<file path="config.mk">
export PLATFORM = sky130hd
export DESIGN_NAME = cic_decimator_flat
export DESIGN_NICKNAME = d
export VERILOG_FILES = /design/src/rtl/cic_decimator_pkg.sv /design/src/rtl/cic_decimator_if.sv /design/src/rtl/cic_decimator_comb_stage.sv /design/src/rtl/cic_decimator.sv /design/src/flat_wrapper.sv
export SDC_FILE = /design/constraint.sdc
export NUM_CORES = 1
export LEC_CHECK = 0
export CORE_MARGIN = 3
export CORE_UTILIZATION = 40
export DETAILED_ROUTE_END_ITERATION = 16
export PLACE_DENSITY = 0.52
export SLEW_MARGIN = 20
export SYNTH_ARGS = -nofsm -noshare
export SYNTH_HDL_FRONTEND = slang
export SYNTH_HIERARCHICAL = 1
export SYNTH_SLANG_ARGS = --single-unit
</file>
<file path="constraint.sdc">
create_clock -name clk -period 10.3 [get_ports clk]
set_input_delay 1.545 -clock clk [delete_from_list [all_inputs] [get_ports clk]]
set_output_delay 1.545 -clock clk [all_outputs]
set_load 0.01 [all_outputs]
</file>
<file path="src/rtl/cic_decimator_pkg.sv">
// Shared definitions for the CIC decimator.
//   clog2      : constant ceil(log2(v)), used to size counters and accumulators
//   acc_width  : internal accumulator width IN_W + N*clog2(R*M)
//   acc_t      : signed accumulator type for the default configuration
package cic_decimator_pkg;

    localparam int N_STAGES  = 4;
    localparam int IN_W_DEF  = 32;
    localparam int OUT_W_DEF = 32;
    localparam int R_DEF     = 2;
    localparam int M_DEF     = 2;

    function automatic int clog2(input int v);
        int r;
        r = 0;
        for (int i = 0; i < 31; i++) begin
            if ((1 << i) < v) r = i + 1;
        end
        return r;
    endfunction

    // Bit growth of an N-stage CIC is N*log2(R*M); sizing the accumulators
    // this way makes wrap-around in the integrators harmless.
    function automatic int acc_width(input int in_w, input int n, input int r, input int m);
        return in_w + n * clog2(r * m);
    endfunction

    localparam int ACC_W_DEF = acc_width(IN_W_DEF, N_STAGES, R_DEF, M_DEF);

    typedef logic signed [ACC_W_DEF-1:0] acc_t;

endpackage

</file>
<file path="src/rtl/cic_decimator_if.sv">
// Sample stream bundle for the CIC decimator.
//   d_in/in_valid   : high-rate input samples (source -> decimator)
//   d_out/out_valid : decimated output samples, one-cycle pulses (decimator -> sink)
// master = sample source / sink side, slave = decimator side.
interface cic_decimator_if #(
    parameter int IN_W  = 32,
    parameter int OUT_W = 32
);
    logic signed [IN_W-1:0]  d_in;
    logic                    in_valid;
    logic signed [OUT_W-1:0] d_out;
    logic                    out_valid;

    modport master (output d_in, in_valid, input  d_out, out_valid);
    modport slave  (input  d_in, in_valid, output d_out, out_valid);
endinterface

</file>
<file path="src/rtl/cic_decimator_comb_stage.sv">
// One low-rate comb section: o_y = i_x - i_x delayed by M enabled samples.
//   clk, rst : clock, asynchronous active-low clear of the delay line
//   i_en     : advance the delay line (decimated sample strobe)
//   i_x      : comb input (previous stage output)
//   o_y      : comb output, combinational from i_x
module cic_comb_stage #(
    parameter int M = 2,
    parameter int W = 40
) (
    input  logic                clk,
    input  logic                rst,
    input  logic                i_en,
    input  logic signed [W-1:0] i_x,
    output logic signed [W-1:0] o_y
);

    logic signed [W-1:0] r_dly [M];

    always_ff @(posedge clk or negedge rst) begin
        if (!rst) begin
            for (int i = 0; i < M; i++) r_dly[i] <= '0;
        end else if (i_en) begin
            r_dly[0] <= i_x;
            for (int i = 1; i < M; i++) r_dly[i] <= r_dly[i-1];
        end
    end

    assign o_y = i_x - r_dly[M-1];

endmodule

</file>
<file path="src/rtl/cic_decimator.sv">
// N-stage CIC decimator (decimation R, differential delay M).
//   clk  : system clock
//   rst  : asynchronous active-low reset, clears all filter state
//   bus  : slave side of the sample stream
//          d_in/in_valid   - full-rate signed input, may be valid every cycle
//          d_out/out_valid - decimated output, out_valid pulses 2 cycles after
//                            the R-th valid input; d_out holds between pulses
// Integrators run at the input rate, combs at the decimated rate. Output is
// the top OUT_W bits of the last comb (truncation), unity DC gain when R*M is
// a power of two.
module cic_decimator
    import cic_decimator_pkg::*;
#(
    parameter int R     = 2,
    parameter int M     = 2,
    parameter int N     = N_STAGES,
    parameter int IN_W  = 32,
    parameter int OUT_W = 32
) (
    input  logic           clk,
    input  logic           rst,
    cic_decimator_if.slave bus
);

    localparam int ACC_W = acc_width(IN_W, N, R, M);
    localparam int CNT_W = clog2(R);

    logic signed [ACC_W-1:0] w_din_ext;
    logic signed [ACC_W-1:0] r_integ [N];
    logic [CNT_W-1:0]        r_dec_cnt;
    logic                    w_dec_hit;
    logic                    r_s_valid;
    logic signed [ACC_W-1:0] w_c [N+1];
    logic signed [OUT_W-1:0] r_dout;
    logic                    r_out_valid;

    assign w_din_ext = {{(ACC_W-IN_W){bus.d_in[IN_W-1]}}, bus.d_in};

    // Pipelined integrators: each stage adds the pre-update value of the
    // stage before it, so the chain carries N-1 samples of extra latency
    // but no long adder chain. Overflow wraps by design.
    always_ff @(posedge clk or negedge rst) begin
        if (!rst) begin
            for (int k = 0; k < N; k++) r_integ[k] <= '0;
        end else if (bus.in_valid) begin
            r_integ[0] <= r_integ[0] + w_din_ext;
            for (int k = 1; k < N; k++) r_integ[k] <= r_integ[k] + r_integ[k-1];
        end
    end

    assign w_dec_hit = bus.in_valid && (r_dec_cnt == CNT_W'(R - 1));

    always_ff @(posedge clk or negedge rst) begin
        if (!rst) begin
            r_dec_cnt <= '0;
            r_s_valid <= 1'b0;
        end else begin
            r_s_valid <= w_dec_hit;
            if (bus.in_valid) begin
                r_dec_cnt <= w_dec_hit ? '0 : r_dec_cnt + CNT_W'(1);
            end
        end
    end

    // The decimated sample is the last integrator as updated by the edge
    // that raised r_s_valid; it cannot change again before the combs latch
    // it, so no separate holding register is needed.
    assign w_c[0] = r_integ[N-1];

    for (genvar k = 1; k <= N; k++) begin : g_comb
        cic_comb_stage #(
            .M (M),
            .W (ACC_W)
        ) u_comb (
            .clk  (clk),
            .rst  (rst),
            .i_en (r_s_valid),
            .i_x  (w_c[k-1]),
            .o_y  (w_c[k])
        );
    end

    always_ff @(posedge clk or negedge rst) begin
        if (!rst) begin
            r_dout      <= '0;
            r_out_valid <= 1'b0;
        end else begin
            r_out_valid <= r_s_valid;
            if (r_s_valid) r_dout <= w_c[N][ACC_W-1 -: OUT_W];
        end
    end

    assign bus.d_out     = r_dout;
    assign bus.out_valid = r_out_valid;

endmodule

</file>
<file path="src/flat_wrapper.sv">
// flat-port wrapper written by rule: the top's interface ports become plain ports
module cic_decimator_flat import cic_decimator_pkg::*;
#(
    parameter int R     = 2,
    parameter int M     = 2,
    parameter int N     = N_STAGES,
    parameter int IN_W  = 32,
    parameter int OUT_W = 32
)
  (clk, rst, bus_d_in, bus_in_valid, bus_d_out, bus_out_valid);
  cic_decimator_if #(.IN_W(IN_W), .OUT_W(OUT_W)) bus_i ();
  input  logic clk;
  input  logic rst;
  input wire logic [$bits(bus_i.d_in)-1:0] bus_d_in;
  input wire logic [$bits(bus_i.in_valid)-1:0] bus_in_valid;
  output wire logic [$bits(bus_i.d_out)-1:0] bus_d_out;
  output wire logic [$bits(bus_i.out_valid)-1:0] bus_out_valid;
  assign bus_i.d_in = bus_d_in;
  assign bus_i.in_valid = bus_in_valid;
  assign bus_d_out = bus_i.d_out;
  assign bus_out_valid = bus_i.out_valid;
  cic_decimator #(.R(R), .M(M), .N(N), .IN_W(IN_W), .OUT_W(OUT_W)) u_core (.clk(clk), .rst(rst), .bus(bus_i));
endmodule
</file>
**Word level (Yosys, flattened, before mapping)**

Index checks and enable logic that the tools add are counted.

- Logic and storage cells: 27
- Input port bits: 35
- Flip-flop bits (word level): 515
- Output and inout bits: 33

- Add/sub/neg operators: 9
- Reduce and logical (&&, ||, !) cells: 1
- Multiplexer cells: 1

Operators with widths:

| kind | number |
|---|---|
| subtractor 40 bit | 4 |
| adder 40 bit | 3 |
| adder 40 x 32 -> 40 bit | 1 |
| adder 1 bit (second input constant) | 1 |
| logical AND 1 bit | 1 |
| 2-to-1 mux 1 bit | 1 |

**Logic depth before layout (Yosys ltp)**

Gate-level depths: netlist of the first run.

- Depth in word-level cells: 4
- Depth in mapped cells: 38
- Mapped depth without buffers: 36

**By module**

The synthesis of the first run kept the hierarchy.

Modules (own cells, without submodules):

| module | sequential area each (um^2) | times used | cells each | area each (um^2) |
|---|---|---|---|---|
| cic_comb_stage | 2001.9 | 4 | 587 | 5288.8 |
| cic_decimator | 4879.7 | 1 | 1692 | 15812.7 |

**Worst setup path after synthesis of the first run**

Ideal clock, no wire load.

- Path kind: register -> register
- Start: register u_core/r_integ[4] (netlist name)
- End: register u_core.r_dout[31], in the netlist u_core/bus.d_out[31]
- Period minus slack after synthesis: 7.238 ns
- Arrival time: 7.113 ns
- Stages on the path, launching flop included: 36
- Buffers on the path: 2
- Library setup time: 0.125 ns
- Setup slack: 3.062 ns
- Required time: 10.175 ns
- Cells stage by stage: dfrtp_1 -> ha_1 -> a21o_1 -> a31oi_1 -> a21oi_1 -> nor2_1 -> o21ai_0 -> a21oi_1 -> o21ai_0 -> xor2_1 -> ha_1 -> and2_1 -> a21o_1 -> a221oi_2 -> nand2_1 -> a221oi_1 -> xnor2_1 -> ha_1 -> clkbuf_1 -> nand2_1 -> o21ai_0 -> a311o_1 -> o21ai_0 -> nor2_1 -> o21bai_1 -> xnor2_1 -> ha_1 -> clkbuf_1 -> a21o_1 -> a2111oi_2 -> nor3_1 -> nand4bb_1 -> a311o_1 -> a21oi_1 -> xnor2_1 -> mux2_2

RTL lines:

| element | line | RTL |
|---|---|---|
| start: declaration | cic_decimator.sv:29 | `logic signed [ACC_W-1:0] r_integ [N];` |
| end signal: assignment | cic_decimator.sv:89 | `if (r_s_valid) r_dout <= w_c[N][ACC_W-1 -: OUT_W];` |
| end: declaration | cic_decimator.sv:34 | `logic signed [OUT_W-1:0] r_dout;` |

==> results of run 1 <==
-- per-layer routing --
layer | vias up | track usage [%]
met2 | 363 | 30.8
met3 | 175 | 1.85
met5 | - | 0
li1 | 14486 | -
met4 | 0 | 6.93
met1 | 12871 | 22.2
-- cell usage in the layout, fill, tap and decap left out, types with 13 or more instances in the layout --
cell type	count
dfrtp_1	514
nand2_1	427
a21oi_1	326
mux2_2	314
ha_1	312
o21ai_0	306
inv_1	228
xnor2_1	189
nor2_1	167
a21o_1	154
xor2_1	83
clkdlybuf4s50_1	65
nand4_1	64
nand3_1	63
clkbuf_16	61
nand2b_1	52
a31oi_1	46
o21ai_1	45
nor3_1	45
o21bai_1	40
o21a_1	37
and2_1	33
o211ai_1	31
nor2b_1	25
a211oi_1	22
o31ai_1	19
or3_1	19
and3_1	18
nor3b_1	15
a311o_1	14
a211o_1	14
nor4_1	13
o221ai_1	13
-- through the flow --
| stage | cell area, um^2 | hold slack [ns] | std cells | worst slack, ns |
|---|---|---|---|---|
| detailed placement | 38500 | 0.451 | 5101 | 1.67 |
| CTS | 40500 | 0.460 | 5207 | 1.63 |
| global placement | 38500 | 0.445 | 5101 | 1.78 |
| finish | 40500 | 0.465 | 5207 | 1.62 |
| global route | 40500 | 0.483 | 5207 | 0.728 |
| floorplan | 36900 | 0.423 | 4026 | 3.06 |
-- worst max path at each step --
| stage | from | to | slack (ns) | cells past startpoint |
|---|---|---|---|---|
| final | u_core/r_integ[0] | u_core/bus.d_out[31] | 1.62 | 33 |
| after global routing | u_core/r_integ[0] | u_core/bus.d_out[31] | 0.73 | 33 |
| after CTS | u_core/r_integ[0] | u_core/bus.d_out[31] | 1.63 | 33 |
| after detailed placement | u_core/r_integ[0] | u_core/bus.d_out[31] | 1.67 | 33 |
| after global placement | u_core/r_integ[0] | u_core/bus.d_out[31] | 1.78 | 33 |
| after floorplan | u_core/r_integ[4] | u_core/bus.d_out[31] | 3.06 | 35 |
-- cell type report --
cell class,count,area [um^2],share of cell area [%]
sequential,515,12900,31.8
multi-input combinational,3100,22400,55.4
clock buffer,80,1700,4.19
timing repair buffer,81,807,1.99
clock inverter,26,349,0.862
tap,1176,1470,3.63
inverter,229,860,2.12
-- flip-flops by register name, indices dropped and copies added, names as in the netlist --
signal,count
u_core/g_comb.u_comb/r_dly,320
u_core/r_integ,160
u_core/bus.d_out,32
u_core/bus.out_valid,1
u_core/r_dec_cnt,1
u_core/r_s_valid,1
-- worst max-delay path, delay by kind of cell, from the launching register on --
| kind | cells | cell delay, ns |
|---|---|---|
| DFF | 1 | 0.39 |
| and+or+nand+nor | 10 | 2.41 |
| adders and majority gates | 5 | 1.90 |
| muxes | 1 | 0.26 |
| xor gates and xnor gates | 4 | 0.74 |
| buffers and inverters | 2 | 0.14 |
| AOI/OAI and AO/OA | 11 | 2.68 |
==> results.cfg, run 1 <==
[clocking]
cts_setup_buffers = 0
cts-root-buf = clkbuf_16
clk_path_buf_depth = 3
ctsHoldBuffers = 0
cts-resized-gates = 0
clk_latency_ns = 0.62
htree_num_levels = 2
cts_tree = yes
clkTransAtPathRegs_ns = 0.06
cts.sinks = 515
cts_buffers = 60

[final_layout]
nNetsFinal = 4342
drive_gt1_share_pct = 12.2
finalCoreUtilization_pct = 44.7
num_antenna_cells = 0
nFillCells = 8878
area_delta_synth_final_pct = 9.85

[detailed_routing]
antenna_left = 0
m1WireLength_mm = 38.9
highest_layer = met4
route.met3.wl_mm = 2.08
num_vias = 27895
wl_met2_mm = 39.7
avgRoutedWirePerCell_um = 16.2
drt_iter0_markers = 1376
firstDrtPassIters = 6
avgViaCountPerCell = 5.36
wirelength_mm = 84.2
drc = 0

[sta]
max-slew-margin-rel_pct = 28.5
period_share_pct = 84.3
fin_crit_ns = 8.68
setup_viol = 0
worst_slew_pin_slew_ns = 1.07
fmax_mhz = 115
finalHoldViolCount = 0
finalClockSkew_ns = 0.0135
final_max_slew_viol_count = 0
setup_tns_ns = 0
rsz0062_at_grt = no

[critical_path]
setup.worst_path.class = flip-flop to flip-flop
crit_top_cell = a21oi_1
r2r_cells = 33
setup.worst_path.end_class = flip-flop
ff2ff_setup_slack_ns = 1.62
cp.required_ns = 10.80
rr_endpoint = u_core/bus.d_out[31]
r2r-start = u_core/r_integ[0]
path_max_fanout = 8
critPathLaunchType = flip-flop
cpMaxStageDelayCell = a2111oi_0
crit_arrival_ns = 9.18
slowest_delay_ns = 0.60

[floorplanning]
die-area_mm2 = 0.0959
io_pins = 68
die_h_um = 310
core_mm2 = 0.0907
rows = 110
die_w_um = 310
initial_core_util_pct = 40.7

[status]
outcome = finished, final reports clean

[global_routing]
grt_overflow_total = 0
grt_max_degree = 166
grt_pass1_wl_mm = 141
grt_pass1_vias = 27993
grt_antenna_before_repair = 0
grt_usage_pct = 17.6

[synth]
avgSynthCellArea_um2 = 9.16
synthCells = 4026
synth_area_mm2 = 0.0369
synth_nets = 4381
synth_warnings = 6

[flow_run]
drv_cap = 0

[place]
dp_hpwl_mm = 63.7
gp_congestion = 0.872
port_buffers = 67

[hold_path]
min_path_cells = 1
min_to = u_core/r_dec_cnt
hp-start = u_core/r_dec_cnt
min_path_type = flip-flop to flip-flop
Power of run 1 is not shown: default switching activity piles up to over one toggle a cycle in this logic, so the estimate is an artifact.
==> run 2, diff against run 1 <==
- clock period: 10.3 -> 8.36 ns (I/O delays scaled with it)
==> run 2 against run 1 <==
Worst hold slack worse by 0.016 ns. Clock skew up 0.018 ns. Via count rose by 0.88%. Non-clock buffer count increased by 9.
==> results.cfg, run 2 (synthesis results as in run 1) <==
[place]
port_buffers = 67
gp_congestion = 0.881
place_area_mm2 = 0.0385
dp_hpwl_mm = 63.7
pre_cts_ws_ns = 0.173

[clocking]
cts.sinks = 515
cts_buffers = 66
clk_path_buf_depth = 3
htree_num_levels = 3
clk_latency_ns = 0.60
cts_tree = yes
clkTransAtPathRegs_ns = 0.06
cts-root-buf = clkbuf_16
ctsHoldBuffers = 0

[global_routing]
grt_max_degree = 158
grt_pass1_wl_mm = 141
grt_overflow_total = 0
grt_usage_pct = 17.7
gr-usage-met3_pct = 2.19
grtUsageMet1_pct = 22.1
grt_antenna_before_repair = 0
busiest_layer = met2
grt_pass1_vias = 28070
grtUsageMet2_pct = 30.6

[sta]
finalHoldViolCount = 0
setup_ws_ns = 0.528
max-slew-margin-rel_pct = 38.6
period_share_pct = 93.7
setup_tns_ns = 0
setup_viol = 0
fin_crit_ns = 7.83
final_max_slew_viol_count = 0
finalClockSkew_ns = 0.0318
worst_slew_pin_slew_ns = 0.921
fmax_mhz = 128

[final_layout]
area_delta_synth_final_pct = 11.0
nFillCells = 8754
fin_area_mm2 = 0.0409
largest_reg_flops = 320
nNetsFinal = 4357
final_common_cell = dfrtp_1
finalCoreUtilization_pct = 45.1
largest_register = u_core/g_comb.u_comb/r_dly
multi_input_area_mm2 = 0.0227
num_antenna_cells = 0
regArea_mm2 = 0.0129
drive_gt1_share_pct = 13.5
mostFrequentLayoutCells = 514 x dfrtp_1, 427 x nand2_1, 314 x a21oi_1, 314 x mux2_2, 302 x o21ai_0

[flow_run]
drv_cap = 0

[hold_path]
min_path_type = flip-flop to flip-flop
hp-start = u_core/g_comb[4].u_comb/r_dly[63]
min_to = u_core/g_comb[4].u_comb/r_dly[23]
min_path_cells = 2

[detailed_routing]
drc = 0
antenna_left = 0
num_vias = 28140
firstDrtPassIters = 5
wirelength_mm = 85.0
avgViaCountPerCell = 5.39
drt_iter0_markers = 1570
avgRoutedWirePerCell_um = 16.3

[critical_path]
critPathLaunchType = flip-flop
r2r-start = u_core/r_integ[0]
cpMaxStageDelayCell = o41a_1
ff2ff_setup_slack_ns = 0.53
cp.required_ns = 8.82
crit_arrival_ns = 8.29
setup.worst_path.class = flip-flop to flip-flop
setup.worst_path.end_class = flip-flop
rr_endpoint = u_core/bus.d_out[31]
r2r_cells = 30
slowest_delay_ns = 0.47
path_max_fanout = 6

[floorplanning]
io_pins = 68
die_h_um = 310
die_w_um = 310
rows = 110
initial_core_util_pct = 40.7
die-area_mm2 = 0.0959
core_mm2 = 0.0907

[status]
outcome = finished, final reports clean
-- run 2: cell types whose count changed in the layout (fill, tap and decap cells not counted), moves of 6 or more --
cell	delta
a21oi_1	-12
a21oi_2	+12
buf_4	+8
clkbuf_1	+7
clkbuf_16	+6
clkinv_2	-7
ha_1	-12
ha_2	+12
nor2_1	-6
nor2_2	+6
-- run 2: worst max path at each step --
stage	cells after the start	endpoint	from	slack (ns)
floorplan	35	u_core/bus.d_out[31]	u_core/r_integ[4]	1.12
global placement	35	u_core/bus.d_out[31]	u_core/r_integ[0]	0.32
detailed placement	35	u_core/bus.d_out[31]	u_core/r_integ[0]	0.17
CTS	35	u_core/bus.d_out[31]	u_core/r_integ[0]	0.11
global route	34	u_core/bus.d_out[31]	u_core/r_integ[0]	-0.02
finish	30	u_core/bus.d_out[31]	u_core/r_integ[0]	0.53
-- run 2: per-layer routing --
layer  share of wire [%]  up-vias  wire [um]
li1                    -    14530          -
met1                  46    12998      39000
met2                  47      408      40100
met3                 2.4      204       2080
met4                 4.5        0       3790
met5                   0        -          0
-- run 2: critical path: cells and delay by family (launching register included) --
family,cells,cell delay (ns)
AOI/OAI and AO/OA,13,3.40
DFF,1,0.38
muxes,1,0.26
and+or+nand+nor,6,1.31
adders and majority gates,5,1.62
xor gates and xnor gates,4,0.65
buffers and inverters,1,0.06
-- run 2: repair_timing --
item                                    in CTS  in global routing
endpoints found under the hold margin        0                  0
resized for setup                            0                 56
endpoints found under the setup margin       0                 13
buffers inserted                             0                  2
-- run 2: layout make-up --
cell class	instances	share of cell area, %
Multi-Input combinational cell	3100	55.4
Sequential cell	515	31.5
Clock buffer	93	4.58
Tap cell	1176	3.59
Timing Repair Buffer	90	2.17
Inverter	229	2.10
Clock inverter	18	0.697
-- run 2: through the flow --
stage          instances  hold WS, ns
2_1_floorplan       4026        0.423
5_1_grt             5221        0.465
6_report            5221        0.449
3_5_place_dp        5108        0.450
3_3_place_gp        5108        0.445
4_1_cts             5219        0.456
Power of run 2 is left out for the same reason.
